--- src/rtl/cordic_exp_dispatch.sv ---
`default_nettype none
// ============================================================================
// Module      : cordic_exp_dispatch
// Description : Upstream sequencer for a pair of exponential CORDIC cores.
//               A 16.16 signed argument arrives on a valid/ready stream. Its
//               sign bit picks either the positive-argument core or the
//               negative-argument core. The sequencer drives that core's
//               reset and enable, waits for its done flag and holds the
//               32.32 result on a valid/ready output stream. A job that runs
//               too long is aborted with an error flag.
// Revision    : 1.0 - initial release
// ----------------------------------------------------------------------------
// Parameters
//   TIMEOUT      maximum RUN cycles per job before abort (>= 1)
// Ports
//   clk          clock, all logic on the rising edge
//   rst          synchronous active-high reset
//   in_valid_i   argument offered
//   in_ready_o   argument accepted when in_valid_i & in_ready_o
//   in_x_i       argument, signed 16.16
//   out_valid_o  result held
//   out_ready_i  result consumed when out_valid_o & out_ready_i
//   out_y_o      result, unsigned 32.32 (raw core output), 0 on timeout
//   out_err_o    1 = job timed out
//   p_x_o        argument to the positive core
//   p_rst_o      positive core reset
//   p_en_o       positive core enable
//   p_y_i        positive core result
//   p_valid_i    positive core done (held until p_rst_o)
//   n_x_o        argument to the negative core
//   n_rst_o      negative core reset
//   n_en_o       negative core enable
//   n_y_i        negative core result
//   n_valid_i    negative core done (held until n_rst_o)
// ============================================================================
module cordic_exp_dispatch #(
    parameter int TIMEOUT = 64
) (
    input  logic        clk,
    input  logic        rst,

    input  logic        in_valid_i,
    output logic        in_ready_o,
    input  logic [31:0] in_x_i,

    output logic        out_valid_o,
    input  logic        out_ready_i,
    output logic [63:0] out_y_o,
    output logic        out_err_o,

    output logic [31:0] p_x_o,
    output logic        p_rst_o,
    output logic        p_en_o,
    input  logic [63:0] p_y_i,
    input  logic        p_valid_i,

    output logic [31:0] n_x_o,
    output logic        n_rst_o,
    output logic        n_en_o,
    input  logic [63:0] n_y_i,
    input  logic        n_valid_i
);

    // ------------------------------------------------------------------------
    // Constants
    // ------------------------------------------------------------------------
    localparam int           CNT_W    = $clog2(TIMEOUT + 1);
    localparam logic [CNT_W-1:0] CNT_LAST = CNT_W'(TIMEOUT - 1);
    localparam logic [CNT_W-1:0] CNT_ONE  = CNT_W'(1);

    localparam logic [1:0] S_IDLE  = 2'd0;
    localparam logic [1:0] S_CLEAR = 2'd1;
    localparam logic [1:0] S_RUN   = 2'd2;
    localparam logic [1:0] S_DONE  = 2'd3;

    // ------------------------------------------------------------------------
    // State
    // ------------------------------------------------------------------------
    logic [1:0]       state_q, state_d;
    logic [CNT_W-1:0] cnt_q,   cnt_d;
    logic [31:0]      x_q,     x_d;
    logic [63:0]      y_q,     y_d;
    logic             err_q,   err_d;

    // Core selection follows the captured argument, not the live input, so
    // the choice cannot change while a job is in flight.
    logic             sel_n;
    logic             sel_valid;
    logic [63:0]      sel_y;

    assign sel_n     = x_q[31];
    assign sel_valid = sel_n ? n_valid_i : p_valid_i;
    assign sel_y     = sel_n ? n_y_i     : p_y_i;

    // ------------------------------------------------------------------------
    // Next-state logic
    // ------------------------------------------------------------------------
    always_comb begin
        state_d = state_q;
        cnt_d   = cnt_q;
        x_d     = x_q;
        y_d     = y_q;
        err_d   = err_q;

        case (state_q)
            S_IDLE: begin
                if (in_valid_i) begin
                    x_d     = in_x_i;
                    state_d = S_CLEAR;
                end
            end

            // One cycle with both cores held in reset and the argument
            // already stable, so the selected core starts from a clean state.
            // Any valid seen here is stale and deliberately not looked at.
            S_CLEAR: begin
                cnt_d   = '0;
                state_d = S_RUN;
            end

            // Core valid takes priority over the timeout when both land in
            // the same cycle.
            S_RUN: begin
                cnt_d = cnt_q + CNT_ONE;
                if (sel_valid) begin
                    y_d     = sel_y;
                    err_d   = 1'b0;
                    state_d = S_DONE;
                end else if (cnt_q == CNT_LAST) begin
                    y_d     = '0;
                    err_d   = 1'b1;
                    state_d = S_DONE;
                end
            end

            // Held until the consumer takes the result; no timeout here.
            S_DONE: begin
                if (out_ready_i) begin
                    state_d = S_IDLE;
                end
            end

            default: begin
                state_d = S_IDLE;
            end
        endcase
    end

    // ------------------------------------------------------------------------
    // Registers
    // ------------------------------------------------------------------------
    always_ff @(posedge clk) begin
        if (rst) begin
            state_q <= S_IDLE;
            cnt_q   <= '0;
            x_q     <= '0;
            y_q     <= '0;
            err_q   <= 1'b0;
        end else begin
            state_q <= state_d;
            cnt_q   <= cnt_d;
            x_q     <= x_d;
            y_q     <= y_d;
            err_q   <= err_d;
        end
    end

    // ------------------------------------------------------------------------
    // Outputs
    // ------------------------------------------------------------------------
    // Control outputs are gated by rst directly so the cores are held in
    // reset, and no handshake is offered, during the reset cycle itself
    // rather than only from the following cycle.
    logic w_run;

    assign w_run       = (state_q == S_RUN) && !rst;

    assign in_ready_o  = (state_q == S_IDLE) && !rst;
    assign out_valid_o = (state_q == S_DONE) && !rst;
    assign out_y_o     = y_q;
    assign out_err_o   = err_q;

    assign p_x_o       = x_q;
    assign n_x_o       = x_q;

    assign p_en_o      = w_run && !sel_n;
    assign p_rst_o     = !p_en_o;
    assign n_en_o      = w_run && sel_n;
    assign n_rst_o     = !n_en_o;

endmodule
`default_nettype wire

--- config.mk ---
export PLATFORM = sky130hd
export DESIGN_NAME = cordic_exp_dispatch
export DESIGN_NICKNAME = d
export VERILOG_FILES = /design/src/rtl/cordic_exp_dispatch.sv
export SDC_FILE = /design/constraint.sdc
export NUM_CORES = 1
export LEC_CHECK = 0
export CORE_UTILIZATION = 34
export DETAILED_ROUTE_END_ITERATION = 10
export PLACE_DENSITY = 0.75
export SETUP_SLACK_MARGIN = 0.1
export SYNTH_ARGS = -nofsm -noshare
export SYNTH_HDL_FRONTEND = slang
export SYNTH_SLANG_ARGS = --single-unit
--- constraint.sdc ---
create_clock -name clk -period 1.7 [get_ports clk]
set_input_delay 0.51 -clock clk [delete_from_list [all_inputs] [get_ports clk]]
set_output_delay 0.51 -clock clk [all_outputs]
set_load 0.03 [all_outputs]
; ---- After elaboration in Yosys (flattened, before gate mapping)
; Cells that the tools add are included.
[totals]
reg_bits = 106
inputBits = 166
out_inout_bits = 135
word_cells = 40
[op_classes]
add_sub_neg = 1
n_eq_ne = 7
mux = 12
reduce_logical = 15
[ops]
columns = operator, count
row1 = $mux 64, 3
row2 = $pmux 7 s2, 1
row3 = $mux 2, 4
row4 = $pmux 2 s4, 1
row5 = $add 7x1->7 const B, 1
row6 = $eq 7x6->1 const B, 1
row7 = $logic_and 1x1->1, 5
row8 = $eq 2x2->1 const B, 2
row9 = $logic_not 1->1, 4
row10 = $ne 2x2->1 const B, 2
row11 = $reduce_and 2->1, 2
row12 = $reduce_bool 2->1, 2
row13 = $mux 1, 3
row14 = $ne 3x3->1 const B, 1
row15 = $reduce_and 3->1, 1
row16 = $eq 2x1->1 const B, 1
row17 = $logic_not 2->1, 1

; ---- Longest topological paths before layout
[depth]
depth_word = 4
ltp_mapped = 9
depth_no_buf = 6

; ---- Worst setup path after synthesis
; OpenSTA, ideal clock, no wires.
[synth_timing]
path_kind = flip-flop to output port
start = reg x_q[31], in the netlist n_x_o[31]
end = out n_en_o
t_arrival_ns = 1.728
t_required_ns = 1.190
slack_ns = -0.538
stages_incl_launch_ff = 6
n_path_buf = 3
cell_sequence = dfxtp_1 > buf_2 > buf_2 > buf_2 > nand3_1 > inv_1
[synth_via]
elab_chain_cells = 1
[synth_rtl]
columns = item, line_no
row1 = "start, declared", 81  ; logic [31:0] x_q, x_d;
row2 = "start signal, assigned", 156  ; x_q <= '0;
row3 = "start signal, assigned", 162  ; x_q <= x_d;
row4 = $logic_and 1x1->1, 188  ; assign n_en_o = w_run && sel_n;
row5 = "end, declared", 59  ; output logic n_en_o,
; Every way passes these cells.

; ---- Worst setup path in the final report
[layout_timing]
start = reg state_q[0]
end = reg y_q[28], in the netlist out_y_o[28]
[layout_via]
elab_chain_cells = 2
[layout_rtl]
columns = item, line_no
row1 = "start, declared", 79  ; logic [1:0] state_q, state_d;
row2 = "start signal, assigned", 160  ; state_q <= state_d;
row3 = $eq 2x2->1, 105  ; case (state_q)
row4 = $reduce_and 2->1 (no source line), -
row5 = "end signal, assigned", 163  ; y_q <= y_d;
row6 = "end, declared", 82  ; logic [63:0] y_q, y_d;
; Every way passes these cells.
; A chain may end at the register's enable or synchronous reset.

==> out/qor.yml <==
status:
  violations: "setup timing"
  status: "finished with violations"
setup_path:
  cp-start-kind: "flop"
  end_kind: "flop"
  worstPathArrival_ps: 2190
  critical_path_class: "flop to flop"
  cp.required_ps: 1900
  cp_max_fo: 5
detailed_routing:
  drt-pass1-iter-count: 6
  drtIter0Drc: 248
  drc: 0
  ant_nets: 0
  routed_wl_mm: 17.66
  wl_per_cell_um: 16.55
  avgViaCountPerCell: 4.903
  via_count: 5232
floorplanning:
  fp.dieH_um: 124.5
  initial_core_util: 0.3499
  io_pins: 301
  core_mm2: 0.01459
  die_area_mm2: 0.01551
  rows: 44
  die_w_um: 124.5
finish:
  design_area_mm2: 0.009413
  syn2layout_area_growth_pct: 84.39
  final_core_util: 0.6452
  drive_above_1_share: 0.4711
  nets: 1049
  n_fill_cell: 1217
  antenna_cells: 0
  fin_cells: 1067
clock_network:
  htreeDepth: 3
  root_buffer: "clkbuf_16"
  cts_tree: "built"
  cts_sinks: 106
  cts_buffers: 9
  clk_pin_slew_ps: 70
  clkLatencyLatePin_ps: 340
  cts_buffer_depth: 2
logic_synthesis:
  ys_types: 33
  yosysWarnings: 0
  synthFlopType: "dfxtp_1"
  async_flop_share: 0
  synth_area_per_cell_um2: 8.522
  synthTopCellsByArea: "dfxtp_1, mux2_2, nand2_1"
  synth.most_common_cell: "nand2_1"
  synth_fp_nets: 770
  synth_seq_cells: 106
  yosys.area.top_type_share: 0.4157
  synth_cells: 599
  ys_seq_area_frac: 0.4157
  netlist_area_mm2: 0.005105
  synthTopCellsByCount: "nand2_1, dfxtp_1, a21oi_1"
  synth_edf_count: 0
  yosys.area.top_type: "dfxtp_1"
timing:
  tightest_slew_ps: 751.4
  slew_viol_final: 0
  rsz0062_at_grt: "true"
  fin_worst_skew_ps: 5.928
  final_hold_viol_count: 0
  setup_tns_ps: -13010
  post-route-period-util: 1.168
  max_freq_ghz: 0.5035
  finalCriticalPeriod_ps: 1986
  setup_viol: 71
  fin_ws_ps: -286.3
  max_slew_margin: 0.4990
place:
  place_ws_ps: -216.1
  place_inst: 1035
  place_congestion: 0.7722
  dp_hpwl_mm: 11.77
  place_area_mm2: 0.008377
  io_buffers: 300
power_and_ir_drop:
  power.leakage_nw: 3.271
  ir_worst_vdd_uv: 656.8
  power.density_mw_per_mm2: 1005
global_route:
  gr-total-overflow: 0
  grt_pass1_wl_mm: 27.02
  antenna_found_initial: 0
  grt_pass1_vias: 5102
  grt_max_degree: 60
  grt_usage: 0.2178
min_path:
  min_path_type: "flop to flop"
run:
  cap_violations: 0
## area by class of cell
type | instances | area (um^2) | area share
Sequential cell | 106 | 2133 | 0.2266
Multi-Input combinational cell | 404 | 3113 | 0.3307
Timing Repair Buffer | 348 | 3562 | 0.3784
Inverter | 9 | 46.29 | 0.004918
Clock buffer | 9 | 225.2 | 0.02393
Clock inverter | 7 | 102.6 | 0.01090
Tap cell | 184 | 230.2 | 0.02446
## logic make-up (layout without fill, tap and decap cells)
| family | count (synthesis) | count (layout) | share of synthesized area |
|---|---|---|---|
| simple gates | 222 | 223 | 0.2081 |
| xor+xnor | 4 | 4 | 0.006862 |
| mux | 66 | 66 | 0.1451 |
| buf+inv | 90 | 373 | 0.1037 |
| compound gates | 106 | 106 | 0.1083 |
| fa+ha+maj | 5 | 5 | 0.01225 |
| flops | 106 | 106 | 0.4157 |
## layer usage
| metal | track usage | wire (um) | vias up |
|---|---|---|---|
| li1 | - | - | 2546 |
| met1 | 0.2602 | 7198 | 2459 |
| met2 | 0.3780 | 8902 | 210 |
| met3 | 0.06143 | 1268 | 17 |
| met4 | 0.06095 | 286 | 0 |
| met5 | 0 | 0 | - |
## per-stage QoR
step / hold slack [ps] / power, mW
2_1_floorplan: 471.6 / 5.431
3_3_place_gp: 446.1 / 6.990
3_5_place_dp: 449.1 / 7.008
4_1_cts: 461.4 / 9.326
5_1_grt: 481.3 / 9.923
6_report: 458.6 / 9.457
## worst paths after layout
| path | startpoint | to | slack, ps | cells after the start |
|---|---|---|---|---|
| setup / recovery | state_q[0] | out_y_o[28] | -290 | 10 |
| hold / removal | out_y_o[50] | out_y_o[50] | 460 | 2 |
| setup reg to reg | state_q[0] | out_y_o[28] | -290 | 10 |
| hold reg to reg | out_y_o[50] | out_y_o[50] | 460 | 2 |
## worst max-delay path, cell delays in order (launching register included)
cell and delay [ps]:
dfxtp_2 330, inv_2 70, ha_4 140, inv_4 30, buf_4 120, buf_6 110
or4_4 590, buf_12 180, buf_12 140, nand3_2 80, a21oi_2 50
## state kept, by name, indices dropped and copies added (netlist names)
name and cells:
out_y_o 64, state_q 2, out_err_o 1, cnt_q 7, n_x_o 32
## timing repair
action | CTS | global route
cloned | 7 | 0
gates resized for setup | 406 | 130
hold buffers | 0 | 0
pin swaps | 13 | 46
endpoints found under the setup margin | 194 | 103
setup buffers | 8 | 6
## cells in the final DEF, fill, tap and decap left out, drive strengths merged, types with 4 or more instances in the layout
master         netlist  final
xor2                 4      4
nand3               68     68
clkbuf              27     36
clkinv               0      4
dfxtp              106    106
ha                   5      5
inv                  9      9
nand2              134    134
nor2                 7      7
mux2                64     64
clkdlybuf4s18        0      4
clkdlybuf4s50        0    164
a21oi               98     98
clkdlybuf4s15        0     88
buf                 54     65
## power by group
group / internal, mW / leakage (nW) / switching, mW
Combinational: 1.84 / 2.25 / 2.25
Sequential: 2.82 / 0.863 / 0.262
Clock: 1.31 / 0.156 / 0.983
Power figures use the tool's default switching activity.
